**config.mk**
```make
export PLATFORM = sky130hd
export DESIGN_NAME = muldiv_unit
export DESIGN_NICKNAME = d
export VERILOG_FILES = /design/src/rtl/muldiv_unit.sv
export SDC_FILE = /design/constraint.sdc
export NUM_CORES = 1
export LEC_CHECK = 0
export BUFFER_PORTS_ARGS = -buffer_cell sky130_fd_sc_hd__buf_4
export CAP_MARGIN = 20
export CORE_MARGIN = 2
export CORE_UTILIZATION = 40
export DETAILED_ROUTE_END_ITERATION = 8
export PLACE_DENSITY = 0.59
export SKIP_LAST_GASP = 1
export SLEW_MARGIN = 5
export SYNTH_ARGS = -nofsm -noshare
export SYNTH_HDL_FRONTEND = slang
export SYNTH_SLANG_ARGS = --single-unit
```
**constraint.sdc**
```tcl
create_clock -name clk -period 8.3 [get_ports clk]
set_input_delay 0.415 -clock clk [delete_from_list [all_inputs] [get_ports clk]]
set_output_delay 0.415 -clock clk [all_outputs]
set_load 0.02 [all_outputs]
```
**src/rtl/muldiv_unit.sv**
```systemverilog
// Iterative multiply/divide unit that owns the architectural HI/LO registers.
// MULT/MULTU take WIDTH cycles of shift-add; DIV/DIVU take WIDTH cycles of
// restoring division. Both are followed by one sign-fixup cycle (FIX).
// MTHI/MTLO write HI/LO directly in IDLE and never raise busy.
//
// Handshake: start is sampled only on a rising edge where busy=0. A request
// sampled while busy=1 is dropped, not queued. done is a one-cycle pulse in the
// cycle after HI/LO were written by a mul/div (including divide-by-zero).
// flush returns the unit to IDLE on the next edge and wins over start and FIX.
module muldiv_unit #(
  parameter int WIDTH = 32,
  parameter int CNT_W = 6
) (
  input  logic             clk,
  input  logic             rst_n,
  input  logic             start,
  input  logic [2:0]       op,
  input  logic [WIDTH-1:0] a,
  input  logic [WIDTH-1:0] b,
  input  logic             flush,
  output logic             busy,
  output logic             done,
  output logic             div_by_zero,
  output logic [WIDTH-1:0] hi,
  output logic [WIDTH-1:0] lo
);

  localparam logic [2:0] OP_MULT  = 3'b000;
  localparam logic [2:0] OP_MULTU = 3'b001;
  localparam logic [2:0] OP_DIV   = 3'b010;
  localparam logic [2:0] OP_DIVU  = 3'b011;
  localparam logic [2:0] OP_MTHI  = 3'b100;
  localparam logic [2:0] OP_MTLO  = 3'b101;

  localparam logic [WIDTH-1:0]   ONE_W  = {{(WIDTH-1){1'b0}}, 1'b1};
  localparam logic [2*WIDTH-1:0] ONE_2W = {{(2*WIDTH-1){1'b0}}, 1'b1};
  localparam logic [CNT_W-1:0]   LAST   = CNT_W'(WIDTH - 1);

  typedef enum logic [1:0] {
    S_IDLE = 2'd0,
    S_RUN  = 2'd1,
    S_FIX  = 2'd2
  } state_t;

  state_t state, state_n;

  logic [CNT_W-1:0] cnt;
  // Mul: acc_hi = running upper product, acc_lo = multiplier shifting out.
  // Div: acc_hi = partial remainder,     acc_lo = dividend out / quotient in.
  logic [WIDTH-1:0] acc_hi, acc_lo;
  logic [WIDTH-1:0] opnd;        // multiplicand or divisor magnitude
  logic             op_div;      // current operation is a divide
  logic             neg_q;       // product / quotient must be negated
  logic             neg_r;       // remainder must be negated (sign of a)

  // Request decode and operand magnitudes
  logic             is_mul, is_div, is_signed, b_zero, sa, sb;
  logic             idle_req, run_go;
  logic [WIDTH-1:0] abs_a, abs_b;

  // Per-iteration and fixup datapath values
  logic [WIDTH:0]     mul_sum;
  logic [WIDTH:0]     div_shift;
  logic [WIDTH-1:0]   div_diff;
  logic               div_ge;
  logic [2*WIDTH-1:0] prod_fix;
  logic [WIDTH-1:0]   quot_fix, rem_fix;

  // Decode the incoming request and compute operand magnitudes
  always_comb begin
    is_mul    = (op == OP_MULT) || (op == OP_MULTU);
    is_div    = (op == OP_DIV)  || (op == OP_DIVU);
    is_signed = (op == OP_MULT) || (op == OP_DIV);
    b_zero    = (b == '0);
    sa        = is_signed & a[WIDTH-1];
    sb        = is_signed & b[WIDTH-1];
    abs_a     = sa ? (~a + ONE_W) : a;
    abs_b     = sb ? (~b + ONE_W) : b;
    idle_req  = (state == S_IDLE) && start && !flush;
    run_go    = idle_req && (is_mul || (is_div && !b_zero));
  end

  // One shift-add / restoring-divide step plus the FIX-cycle sign correction
  always_comb begin
    mul_sum   = {1'b0, acc_hi} + {1'b0, (acc_lo[0] ? opnd : {WIDTH{1'b0}})};
    div_shift = {acc_hi, acc_lo[WIDTH-1]};
    div_ge    = (div_shift >= {1'b0, opnd});
    // Only used when div_ge, where the true difference fits in WIDTH bits.
    div_diff  = div_shift[WIDTH-1:0] - opnd;
    prod_fix  = neg_q ? (~{acc_hi, acc_lo} + ONE_2W) : {acc_hi, acc_lo};
    quot_fix  = neg_q ? (~acc_lo + ONE_W) : acc_lo;
    rem_fix   = neg_r ? (~acc_hi + ONE_W) : acc_hi;
  end

  // State register
  always_ff @(posedge clk or negedge rst_n) begin
    if (!rst_n) state <= S_IDLE;
    else        state <= state_n;
  end

  // Next-state logic; flush overrides every transition
  always_comb begin
    state_n = state;
    case (state)
      S_IDLE:  if (run_go) state_n = S_RUN;
      S_RUN:   if (cnt == LAST) state_n = S_FIX;
      S_FIX:   state_n = S_IDLE;
      default: state_n = S_IDLE;
    endcase
    if (flush) state_n = S_IDLE;
  end

  assign busy = (state != S_IDLE);

  // Datapath: operand latch, iterations, HI/LO writes and status flags
  always_ff @(posedge clk or negedge rst_n) begin
    if (!rst_n) begin
      cnt         <= '0;
      acc_hi      <= '0;
      acc_lo      <= '0;
      opnd        <= '0;
      op_div      <= 1'b0;
      neg_q       <= 1'b0;
      neg_r       <= 1'b0;
      hi          <= '0;
      lo          <= '0;
      done        <= 1'b0;
      div_by_zero <= 1'b0;
    end else begin
      done <= 1'b0;
      if (!flush) begin
        case (state)
          S_IDLE: begin
            if (idle_req) begin
              if (op == OP_MTHI) begin
                hi <= a;
              end else if (op == OP_MTLO) begin
                lo <= a;
              end else if (is_div && b_zero) begin
                lo          <= '1;
                hi          <= a;
                div_by_zero <= 1'b1;
                done        <= 1'b1;
              end else if (run_go) begin
                cnt    <= '0;
                acc_hi <= '0;
                acc_lo <= is_div ? abs_a : abs_b;
                opnd   <= is_div ? abs_b : abs_a;
                op_div <= is_div;
                neg_q  <= sa ^ sb;
                neg_r  <= sa;
                if (!b_zero) div_by_zero <= 1'b0;
              end
            end
          end
          S_RUN: begin
            cnt <= cnt + CNT_W'(1);
            if (op_div) begin
              acc_hi <= div_ge ? div_diff : div_shift[WIDTH-1:0];
              acc_lo <= {acc_lo[WIDTH-2:0], div_ge};
            end else begin
              acc_hi <= mul_sum[WIDTH:1];
              acc_lo <= {mul_sum[0], acc_lo[WIDTH-1:1]};
            end
          end
          S_FIX: begin
            if (op_div) begin
              lo <= quot_fix;
              hi <= rem_fix;
            end else begin
              {hi, lo} <= prod_fix;
            end
            done <= 1'b1;
          end
          default: ;
        endcase
      end
    end
  end

endmodule

```
## Word level (Yosys, flattened, before mapping)

Cells that the tools add are included.

| cells by class | value |
|---|---|
| add/sub/neg operators | 8 |
| order comparisons | 1 |
| equality and inequality tests | 19 |
| multiplexer cells | 54 |
| bitwise gates (word level) | 12 |
| reductions and logical operators | 24 |

Operators with widths:

| operator | count |
|---|---|
| $mux W32 | 30 |
| $pmux W32 S2 | 4 |
| $add A32 B1 Y32 const B | 4 |
| $not A32 Y32 | 4 |
| $add A64 B1 Y64 const B | 1 |
| $mux W64 | 1 |
| $not A64 Y64 | 1 |
| $add A32 B32 Y33 | 1 |
| $ge A33 B32 Y1 | 1 |
| $logic_not A32 Y1 | 1 |
| $sub A32 B32 Y32 | 1 |
| $mux W6 | 5 |
| $reduce_and A7 Y1 | 3 |
| $pmux W6 S2 | 1 |
| $ne A2 B2 Y1 const B | 5 |
| $reduce_and A5 Y1 | 2 |
| $ne A3 B3 Y1 const B | 3 |
| $mux W1 | 8 |
| $reduce_bool A2 Y1 | 4 |
| $add A6 B1 Y6 const B | 1 |
| $eq A3 B2 Y1 const B | 2 |
| $eq A3 B3 Y1 const B | 2 |
| $eq A6 B5 Y1 const B | 1 |
| $mux W2 | 3 |
| other kinds (16) | 29 |

| storage, ports and cells | value |
|---|---|
| register bits | 173 |
| output and inout bits | 67 |
| logic and storage cells | 130 |

## Depth between registers and ports, before layout

Gate-level depths: netlist (run 1).

| logic depth | value |
|---|---|
| depth in word-level cells | 11 |
| gate-level depth with buffers | 15 |

## Worst setup path after synthesis (run 1)

No wires, ideal clock.

| timing path | value |
|---|---|
| path type | reg2reg |
| start point | reg acc_hi[25] |
| end point | reg acc_hi[20] |
| setup time | 0.133 ns |
| arrival time | 3.125 ns |
| setup slack | 5.042 ns |
| stages on the path, launching flop included | 15 |
| path buffers | 3 |
| path through | dfrtp_1 > ha_1 > clkbuf_1 > a21o_1 > a221oi_1 > o21ai_0 > a21o_1 > a2111oi_0 > nor2_1 > clkbuf_1 > buf_1 > nand2_1 > a21oi_1 > a21oi_1 > o21ai_0 |

| between the ends | value |
|---|---|
| cells in the longest elaborated chain, start to end | 4 |

Ends and longest elaborated chain:

| item | line | RTL |
|---|---|---|
| from (decl) | 50 | `logic [WIDTH-1:0] acc_hi, acc_lo;` |
| from (signal assigned) | 159 | `acc_hi <= div_ge ? div_diff : div_shift[WIDTH-1:0];` |
| from (signal assigned) | 162 | `acc_hi <= mul_sum[WIDTH:1];` |
| $ge A33 B32 Y1 | 87 | `div_ge = (div_shift >= {1'b0, opnd});` |
| $mux W32 | 159 |  |
| $mux W32 | 158 | `if (op_div) begin` |
| $pmux W32 S2 | 132 | `case (state)` |

Every way passes these cells.
A chain may end at the register's enable or synchronous reset.

## Final worst setup path (run 1)

| timing path | value |
|---|---|
| start point | reg acc_lo[0] |
| end point | reg acc_hi[25] |

| between the ends | value |
|---|---|
| cells in the longest elaborated chain, start to end | 4 |

Ends and longest elaborated chain:

| item | line | RTL |
|---|---|---|
| from (decl) | 50 |  |
| from (signal assigned) | 147 | `acc_lo <= is_div ? abs_a : abs_b;` |
| from (signal assigned) | 160 | `acc_lo <= {acc_lo[WIDTH-2:0], div_ge};` |
| from (signal assigned) | 163 | `acc_lo <= {mul_sum[0], acc_lo[WIDTH-1:1]};` |
| $mux W32 | 85 | `mul_sum = {1'b0, acc_hi} + {1'b0, (acc_lo[0] ? opnd : {WIDTH{1'b0}})};` |
| $add A32 B32 Y33 | 85 |  |
| $mux W32 | 158 |  |
| $pmux W32 S2 | 132 |  |

Every way passes these cells.

==> results of run 1 <==
==> state kept, by name, indices dropped and copies added, names as in the netlist, 2 cells and up <==
signal,cells
acc_hi,32
acc_lo,32
cnt,6
hi,32
lo,32
opnd,32
state,2
==> power by group <==
part / switching, W / internal [W]
registers: 0.000270 / 0.00102
clock network: 0.000399 / 0.000489
logic: 0.00114 / 0.000774
==> cell usage in the layout, fill, tap and decap left out, drive strengths merged, types with 8 or more instances in the layout <==
master  instances
mux2i          56
and2           13
o21bai          8
nand2b         17
a21o           32
o41ai          12
o31ai          22
nor2b          14
o21a            8
xnor2         118
o21ai         192
nor2          246
a31oi          47
inv            68
a211oi         16
nand4          10
o211ai         12
nand2         226
dfrtp         173
xor2           51
a21oi         169
clkbuf         19
nor4           17
a22oi          10
or3            12
ha             69
buf           159
or4            20
o22ai          34
and3           18
o221ai          9
nor3           40
nand3          25
==> stage by stage <==
step,std cells,area (um2),hold slack (ns)
finish,2490,16900,0.174
global route,2490,16900,0.172
CTS,2487,16800,0.147
detailed placement,2455,16200,0.471
global placement,2454,16200,0.466
floorplan,1948,14800,0.119
==> logic make-up (layout without fill, tap and decap cells) <==
group                      after synthesis  count (layout)  synth area share (%)
AOI/OAI and AO/OA                      617             617                  25.2
xor gates and xnor gates               169             169                  9.98
adders and majority gates               71              71                  6.09
buffers and inverters                  182             256                  4.88
DFF                                    173             173                  29.2
muxes                                   60              60                  4.08
and+or+nand+nor                        676             676                  20.6
==> path summary, 6_finish.rpt <==
kind	startpoint	slack (ns)	depth (start not counted)	to
max	acc_lo[0]	4.21	14	acc_hi[25]
max reg2reg	acc_lo[0]	4.21	14	acc_hi[25]
min	flush	0.17	2	state[0]
min in group asynchronous	rst_n	0.46	2	hi[14]
max in group asynchronous	rst_n	6.37	3	op_div
min reg2reg	lo[8]	0.48	2	lo[8]
==> metal layers <==
metal  global-route usage (%)  up-vias  wire length, um
met1                     41.0     7182            25000
met4                     9.94        0             1720
met2                     43.4      591            24300
met3                     4.18       86             4490
met5                        0        -                0
li1                         -     7080                -
==> final cells by class <==
| cell class | count | share of cell area (%) |
|---|---|---|
| tap | 468 | 3.47 |
| timing repair buffer | 160 | 7.51 |
| multi-input combinational | 1593 | 58.3 |
| clock buffer | 19 | 2.62 |
| inverter | 64 | 1.42 |
| clock inverter | 13 | 1.06 |
| sequential | 173 | 25.7 |
==> results.ini, run 1 <==
[run_status]
status = finished clean

[power_and_ir_drop]
total_power_w = 0.00409
p_per_area_mw_per_mm2 = 242
power_leakage_nw = 7.51
peakVddDrop_v = 0.000155

[floorplanning]
coreArea_mm2 = 0.0366
rows = 70
die_w_um = 197
die-height_um = 197
fp.dieArea_mm2 = 0.0386
ios = 138
initial_core_util_pct = 40.5

[routing]
drc = 0
drt_wl_total_mm = 55.5
drtPass1Iterations = 5
ant_nets = 0
wl_per_cell_um = 22.3
via_count = 14900
drtIter0Drc = 1487
via_per_inst = 6.00

[global_route]
overflow = 0
antenna_found_initial = 0
grt_pass1_wl_mm = 83.7
grt_usage_pct = 28.4
grt_max_degree = 102
grt_pass1_vias = 13900

[clocking]
clkSinkCount = 173
clkTransAtPathRegs_ns = 0.08
clock_path_buffers = 2
root_buffer = clkbuf_16
clock_latency_ns = 0.47
cts_resized = 0
cts_setup_buffers = 0
cts_buffers = 17
cts_max_level = 4
cts_hold_buf = 0
cts_tree = built

[cells_and_area]
fill_cells = 3737
utilization_pct = 46.1
nets = 2151
num_antenna_cells = 0
drive_gt1_share_pct = 10.9
multiInputGateArea_mm2 = 0.00983
regArea_mm2 = 0.00433
syn_to_final_growth_pct = 13.8

[synth]
syn-mean-instance-area_um2 = 7.62
yosysUniqueCellTypes = 71
async_flop_share_pct = 100
synth_top_area_cell = dfrtp_1
syn_inst = 1948
synth_area_leaders = dfrtp_1, xnor2_1, o21ai_0
synth-seq-area-share_pct = 29.2
yosys_warnings = 0
synthesis.nets = 2090
netlist_top_cells_count = nor2_1, nand2_1, o21ai_0, dfrtp_1, a21oi_1
netlist.area_leader.share_pct = 29.2
synth_edf_count = 0
synth_most_common_cell = nor2_1
syn_area_mm2 = 0.0148
ys_ff_latch = 173
synthFlopType = dfrtp_1

[sta]
slew_headroom_pct = 29.9
tightest_slew_ns = 1.05
hold_viol_final = 0
clock_skew_ns = 0.0202
timing.final.crit_period_ns = 4.09
max_freq_mhz = 244
setup_tns_ns = 0
rsz0062_at_grt = no
worst_slack_ns = 4.21
slew_viol_final = 0
setup_violations = 0
period_share_pct = 49.3

[setup_path]
cp.required_ns = 8.61
crit_path_max_fanout = 25
max_stage_delay_ns = 0.46
cp-end-kind = register
crit_family = compound AO/OA/AOI/OAI gates
critPathKind = register to register
cpMaxStageDelayCell = dfrtp_1
crit_arrival_ns = 4.40
crit_chain = inv_1 -> buf_4 -> nor2_1 -> ha_1 -> nor2b_1 -> o21ai_0 -> a21boi_0 -> o41a_1 -> a31o_2 -> a31oi_1 -> nand2_1 -> a31oi_1 -> xor2_1 -> o221ai_1
start_kind = register
crit_top_cell = a31oi_1
crit_buf_inv = 2

[hold_path]
holdCritPathClass = input pin to register

[placed_design]
hpwl_mm = 42.1
dpl_worst_slack_ns = 4.06
globalplace.congestion = 0.944
numPortBuffers = 137

[flow_run]
drv_cap = 0

(Power assumes the default switching activity.)
==> run 2, diff against run 1 <==
==> constraint.sdc (replaced) <==
create_clock -name clk -period 4.3 [get_ports clk]
set_input_delay 0.215 -clock clk [delete_from_list [all_inputs] [get_ports clk]]
set_output_delay 0.215 -clock clk [all_outputs]
set_load 0.02 [all_outputs]
==> run 2 against run 1 <==
Combinational power grew 100%. Via count grew 0.44%. Sequential power grew 88%. Utilization grew 0.53 points. Count of clock-buffer cells in the layout shrank 1. Worst setup slack lost 3.8 ns. Global-route usage grew 0.084 points. Critical path type unchanged.
==> results.ini, run 2 (synthesized netlist as in run 1, its figures left out) <==
[run_status]
status = finished clean

[sta]
max_freq_mhz = 255
tightest_slew_ns = 0.962
clock_skew_ns = 0.0161
period_share_pct = 91.0
setup_violations = 0
slew_headroom_pct = 35.8
setup_tns_ns = 0
rsz0062_at_grt = no
hold_viol_final = 0
timing.final.crit_period_ns = 3.91
slew_viol_final = 0

[hold_path]
holdCritPathClass = input pin to register

[floorplanning]
rows = 70
fp.dieArea_mm2 = 0.0386
die-height_um = 197
initial_core_util_pct = 40.5
ios = 138
coreArea_mm2 = 0.0366
die_w_um = 197

[power_and_ir_drop]
p_int_w = 0.00445
power_frac_comb_pct = 48.4
p_per_area_mw_per_mm2 = 467
p_seq_share_pct = 30.3
power_leakage_nw = 7.64
total_power_w = 0.00797
peakVddDrop_v = 0.000340
switching_share_pct = 44.2
net-switching-power_w = 0.00352
power_frac_clock_pct = 21.3

[routing]
ant_nets = 0
drtPass1Iterations = 7
wl_met2_mm = 23.7
wl_met3_mm = 5.25
drc = 0
dr.max_layer_used = met4
drt_wl_total_mm = 55.6
via_count = 15000
wl_per_cell_um = 22.1
wl_met1_mm = 25.0
via_per_inst = 5.96
drtIter0Drc = 1359

[placed_design]
numPortBuffers = 137
globalplace.congestion = 0.949
hpwl_mm = 43.1
dpl_cell_area_mm2 = 0.0164

[cells_and_area]
final_common_cell = nor2_1
nets = 2179
num_antenna_cells = 0
final_cell_area_mm2 = 0.0171
drive_gt1_share_pct = 12.1
syn_to_final_growth_pct = 15.1
final_cell_mix = nor2_1, nand2_1, o21ai_0

[clocking]
cts_tree = built
clkSinkCount = 173
cts_max_level = 4
clkTransAtPathRegs_ns = 0.08
clock_latency_ns = 0.46
clock_path_buffers = 2
cts_buffers = 17
root_buffer = clkbuf_16
cts_resized = 0

[global_route]
overflow = 0
grt_pass1_vias = 13800
grt_pass1_wl_mm = 83.6
grt_usage_pct = 28.5
grt_max_degree = 95
antenna_found_initial = 0

[flow_run]
drv_cap = 0

[setup_path]
cp-end-kind = register
start_kind = register
crit_path_max_fanout = 13
cp.required_ns = 4.67
critPathKind = register to register
crit_arrival_ns = 4.28

==> run 2: changes by cell type in the layout (fill, tap and decap cells not counted), sizes merged <==
| cell | change |
|---|---|
| clkbuf | -1 |
| inv | +2 |
| dlygate4sd3 | +1 |
| clkinvlp | +2 |
| buf | +27 |
| clkinv | -3 |
==> run 2: metrics by stage <==
stage	worst slack, ns	hold slack, ns	util (%)	instances
global route	0.175	0.0908	46.6	2518
global placement	0.432	0.395	44.8	2482
finish	0.386	0.0916	46.6	2518
floorplan	1.04	-0.0806	-	1948
detailed placement	0.394	0.399	44.8	2482
CTS	0.460	0.0797	46.5	2516
==> run 2: timing repair <==
item,CTS,global route
hold endpoints to repair,95,0
hold buffers,2,0
setup buffers,0,0
==> run 2: metal layers <==
layer	vias up	track usage, %
li1	7137	-
met2	660	42.5
met1	7129	40.7
met4	0	9.38
met5	-	0
met3	78	6.50
==> run 2: worst paths after layout <==
kind                                 start          to  slack (ns)  cells past startpoint
max in group asynchronous            rst_n  acc_lo[11]        2.83                      3
worst min-delay path                  a[6]       hi[6]        0.09                      3
min in group asynchronous            rst_n  acc_hi[27]        0.45                      2
worst max-delay path            acc_hi[27]  acc_hi[24]        0.39                     12
worst max register to register  acc_hi[27]  acc_hi[24]        0.39                     12
worst min register to register       hi[4]       hi[4]        0.48                      2
==> run 2: area by class of cell <==
type	instances	area [um2]
Sequential cell	173	4330
Inverter	64	240
Multi-Input combinational cell	1593	9830
Fill cell	3662	19500
Tap cell	468	586
Clock inverter	14	181
Clock buffer	18	429
Timing Repair Buffer	188	1470
==> run 2: power groups by stage <==
stage                     sequential (W)  combinational, W  clock (W)
after global placement           0.00242           0.00376          0
after floorplan                  0.00244           0.00246          0
after global routing             0.00246           0.00424    0.00177
final                            0.00242           0.00386    0.00169
after CTS                        0.00240           0.00381    0.00171
after detailed placement         0.00243           0.00379          0
==> run 2: critical path, cell delays in order, from the launching register on <==
cell and delay (ns):
dfrtp_1 0.51, ha_1 0.41, a21o_1 0.23, a221oi_1 0.36, o21ai_0 0.35, a21o_1 0.25, a2111oi_0 0.52, buf_4 0.24
nor2_2 0.07, buf_4 0.22, nor2_1 0.40, a22oi_1 0.14, o221ai_1 0.12
==> run 3, diff against run 2 <==
--- a/config.mk
+++ b/config.mk
@@ -5,9 +5,9 @@
 export SDC_FILE = /design/constraint.sdc
 export NUM_CORES = 1
 export LEC_CHECK = 0
+export ABC_AREA = 1
 export BUFFER_PORTS_ARGS = -buffer_cell sky130_fd_sc_hd__buf_4
 export CAP_MARGIN = 20
-export CORE_MARGIN = 2
 export CORE_UTILIZATION = 40
 export DETAILED_ROUTE_END_ITERATION = 8
 export PLACE_DENSITY = 0.59
==> constraint.sdc (replaced) <==
create_clock -name clk -period 4.2 [get_ports clk]
set_input_delay 0.21 -clock clk [delete_from_list [all_inputs] [get_ports clk]]
set_output_delay 0.21 -clock clk [all_outputs]
set_load 0.02 [all_outputs]
==> run 3 against run 2 <==
The run now ends with DRC left. Die area up 25%. Worst setup slack better by 0.78 ns. Sequential cell count unchanged.
==> results.ini, run 3 <==
[clocking]
clock_latency_ns = 0.50
clock_path_buffers = 2
clkTransAtPathRegs_ns = 0.08
root_buffer = clkbuf_16
cts_hold_buf = 2
cts_tree = built
cts_max_level = 4
cts_setup_buffers = 0
clkSinkCount = 173
cts_resized = 0
cts_buffers = 17

[routing]
via_per_inst = 5.75
drtIter0Drc = 2950
drt_wl_total_mm = 92.5
via_count = 23000
ant_nets = 0
drc = 2
drtPass1Iterations = 9
wl_per_cell_um = 23.1

[setup_path]
rr_startpoint = acc_lo[0]
start_kind = register
r2r_setup_slack_ns = 1.17
worstRegToRegCells = 15
cp-end-kind = register
r2r-end = acc_hi[26]
crit_arrival_ns = 3.46
cp.required_ns = 4.63
critPathKind = register to register
crit_path_max_fanout = 33

[placed_design]
dp_cells = 3970
globalplace.congestion = 1.05
hpwl_mm = 74.2
numPortBuffers = 137

[floorplanning]
fp.dieArea_mm2 = 0.0483
ios = 138
initial_core_util_pct = 40.6
die-height_um = 220
coreArea_mm2 = 0.0467
rows = 79
die_w_um = 220

[synth]
netlist_top_cells_count = nand2_1, nor2_1, inv_1, nand3_1, a21oi_1
yosys_warnings = 0
ys_ff_latch = 173
synthFlopType = dfrtp_1
synth_top_area_cell = dfrtp_1
synthesis.nets = 3444
async_flop_share_pct = 100
netlist.area_leader.share_pct = 22.8
syn_area_mm2 = 0.0190
synth-seq-area-share_pct = 22.8
syn_inst = 3302
syn-mean-instance-area_um2 = 5.74
synth_edf_count = 0
synth_area_leaders = dfrtp_1, nand2_1, nand3_1
yosysUniqueCellTypes = 52
synth_most_common_cell = nand2_1

[global_route]
antenna_found_initial = 1
grt_pass1_vias = 20900
grt_pass1_wl_mm = 134
overflow = 0
grt_usage_pct = 38.3
grt_max_degree = 99

[cells_and_area]
fill_cells = 5205
multiInputGateArea_mm2 = 0.0124
final_cell_mix = nand2_1, inv_1, nor2_1
nets = 3526
regArea_mm2 = 0.00433
num_antenna_cells = 0
syn_to_final_growth_pct = 11.5
final_common_cell = nand2_1
drive_gt1_share_pct = 8.48
final_cells = 4004

[sta]
slew_viol_final = 0
setup_tns_ns = 0
slew_headroom_pct = 36.0
timing.final.crit_period_ns = 3.03
period_share_pct = 72.2
max_freq_mhz = 330
rsz0062_at_grt = no
setup_violations = 0
tightest_slew_ns = 0.958
hold_viol_final = 0
clock_skew_ns = 0.0221

[power_and_ir_drop]
peakVddDrop_v = 0.000384
p_seq_share_pct = 24.0
power_frac_clock_pct = 14.3
p_per_area_mw_per_mm2 = 618
power_frac_comb_pct = 61.8
power_leakage_nw = 10.8
switching_share_pct = 55.9
net-switching-power_w = 0.00730
p_int_w = 0.00576

[run_status]
violations = DRC
status = finished, violations left

[hold_path]
whs_path_depth = 3
holdCritPathClass = input pin to register
worstHoldEndpoint = opnd[31]
worstHoldStart = b[31]

[flow_run]
drv_cap = 0

==> run 3: layout make-up <==
type,count,area share (%)
Clock buffer,21,2.22
Clock inverter,11,0.846
Inverter,437,7.80
Multi-Input combinational cell,2583,58.7
Sequential cell,173,20.5
Tap cell,607,3.59
Timing Repair Buffer,172,6.34
==> run 3: worst max-delay path: stages, from the launching register on <==
cell and delay, ns:
dfrtp_1 0.35, buf_4 0.39, nand2_1 0.18, inv_1 0.14, ha_1 0.30, a21oi_1 0.30, nand2_1 0.14, a21oi_1 0.30
nor2_1 0.11, nor2_1 0.14, nand3_1 0.09, nand2_1 0.06, nor2_1 0.04, nor2_1 0.26, nand2_1 0.08, nand2_1 0.07
==> run 3: worst max path at each step <==
stage              start    endpoint  cells after the start
2_1_floorplan  acc_lo[0]  acc_hi[30]                     19
3_3_place_gp   acc_lo[0]  acc_hi[31]                     14
3_5_place_dp   acc_lo[0]  acc_hi[31]                     14
4_1_cts        acc_lo[0]  acc_hi[31]                     14
5_1_grt        acc_lo[0]  acc_hi[31]                     14
6_report       acc_lo[0]  acc_hi[26]                     15
==> run 3: power by group through the flow <==
stage	Sequential, W	Clock [W]	Combinational [W]
floorplan	0.00301	0	0.00492
global placement	0.00310	0	0.00784
detailed placement	0.00311	0	0.00783
CTS	0.00309	0.00187	0.00787
global route	0.00317	0.00193	0.00884
finish	0.00313	0.00186	0.00807
==> run 3: cells by family (layout without fill, tap and decap cells) <==
group,count (synthesis),after routing,share of synthesized area [%]
AND/OR/NAND/NOR,1958,1958,43.8
flip-flops,173,173,22.8
AO/OA/AOI/OAI,509,509,14.7
adder cells (fa/ha/maj),71,71,4.76
XOR/XNOR,45,45,2.08
buffers and inverters,546,641,11.8
==> run 3: routing by layer <==
metal / wire, um / up-vias / track usage [%]
met1: 40300 / 10900 / 53.2
met4: 4800 / 2 / 19.3
met2: 39000 / 1154 / 55.9
li1: - / 10800 / -
met5: 13 / - / 0
met3: 8400 / 172 / 7.65
==> run 3: through the flow <==
| step | total power [W] | area [um2] | utilization [%] | setup slack, ns | hold WS (ns) |
|---|---|---|---|---|---|
| floorplan | 0.00794 | 19000 | - | 1.95 | -0.0856 |
| global placement | 0.0109 | 20500 | 43.9 | 1.28 | 0.263 |
| detailed placement | 0.0109 | 20500 | 43.9 | 1.22 | 0.282 |
| CTS | 0.0128 | 21100 | 45.3 | 1.21 | 0.00481 |
| global route | 0.0139 | 21100 | 45.3 | 1.02 | 0.0329 |
| finish | 0.0131 | 21100 | 45.3 | 1.17 | 0.0278 |
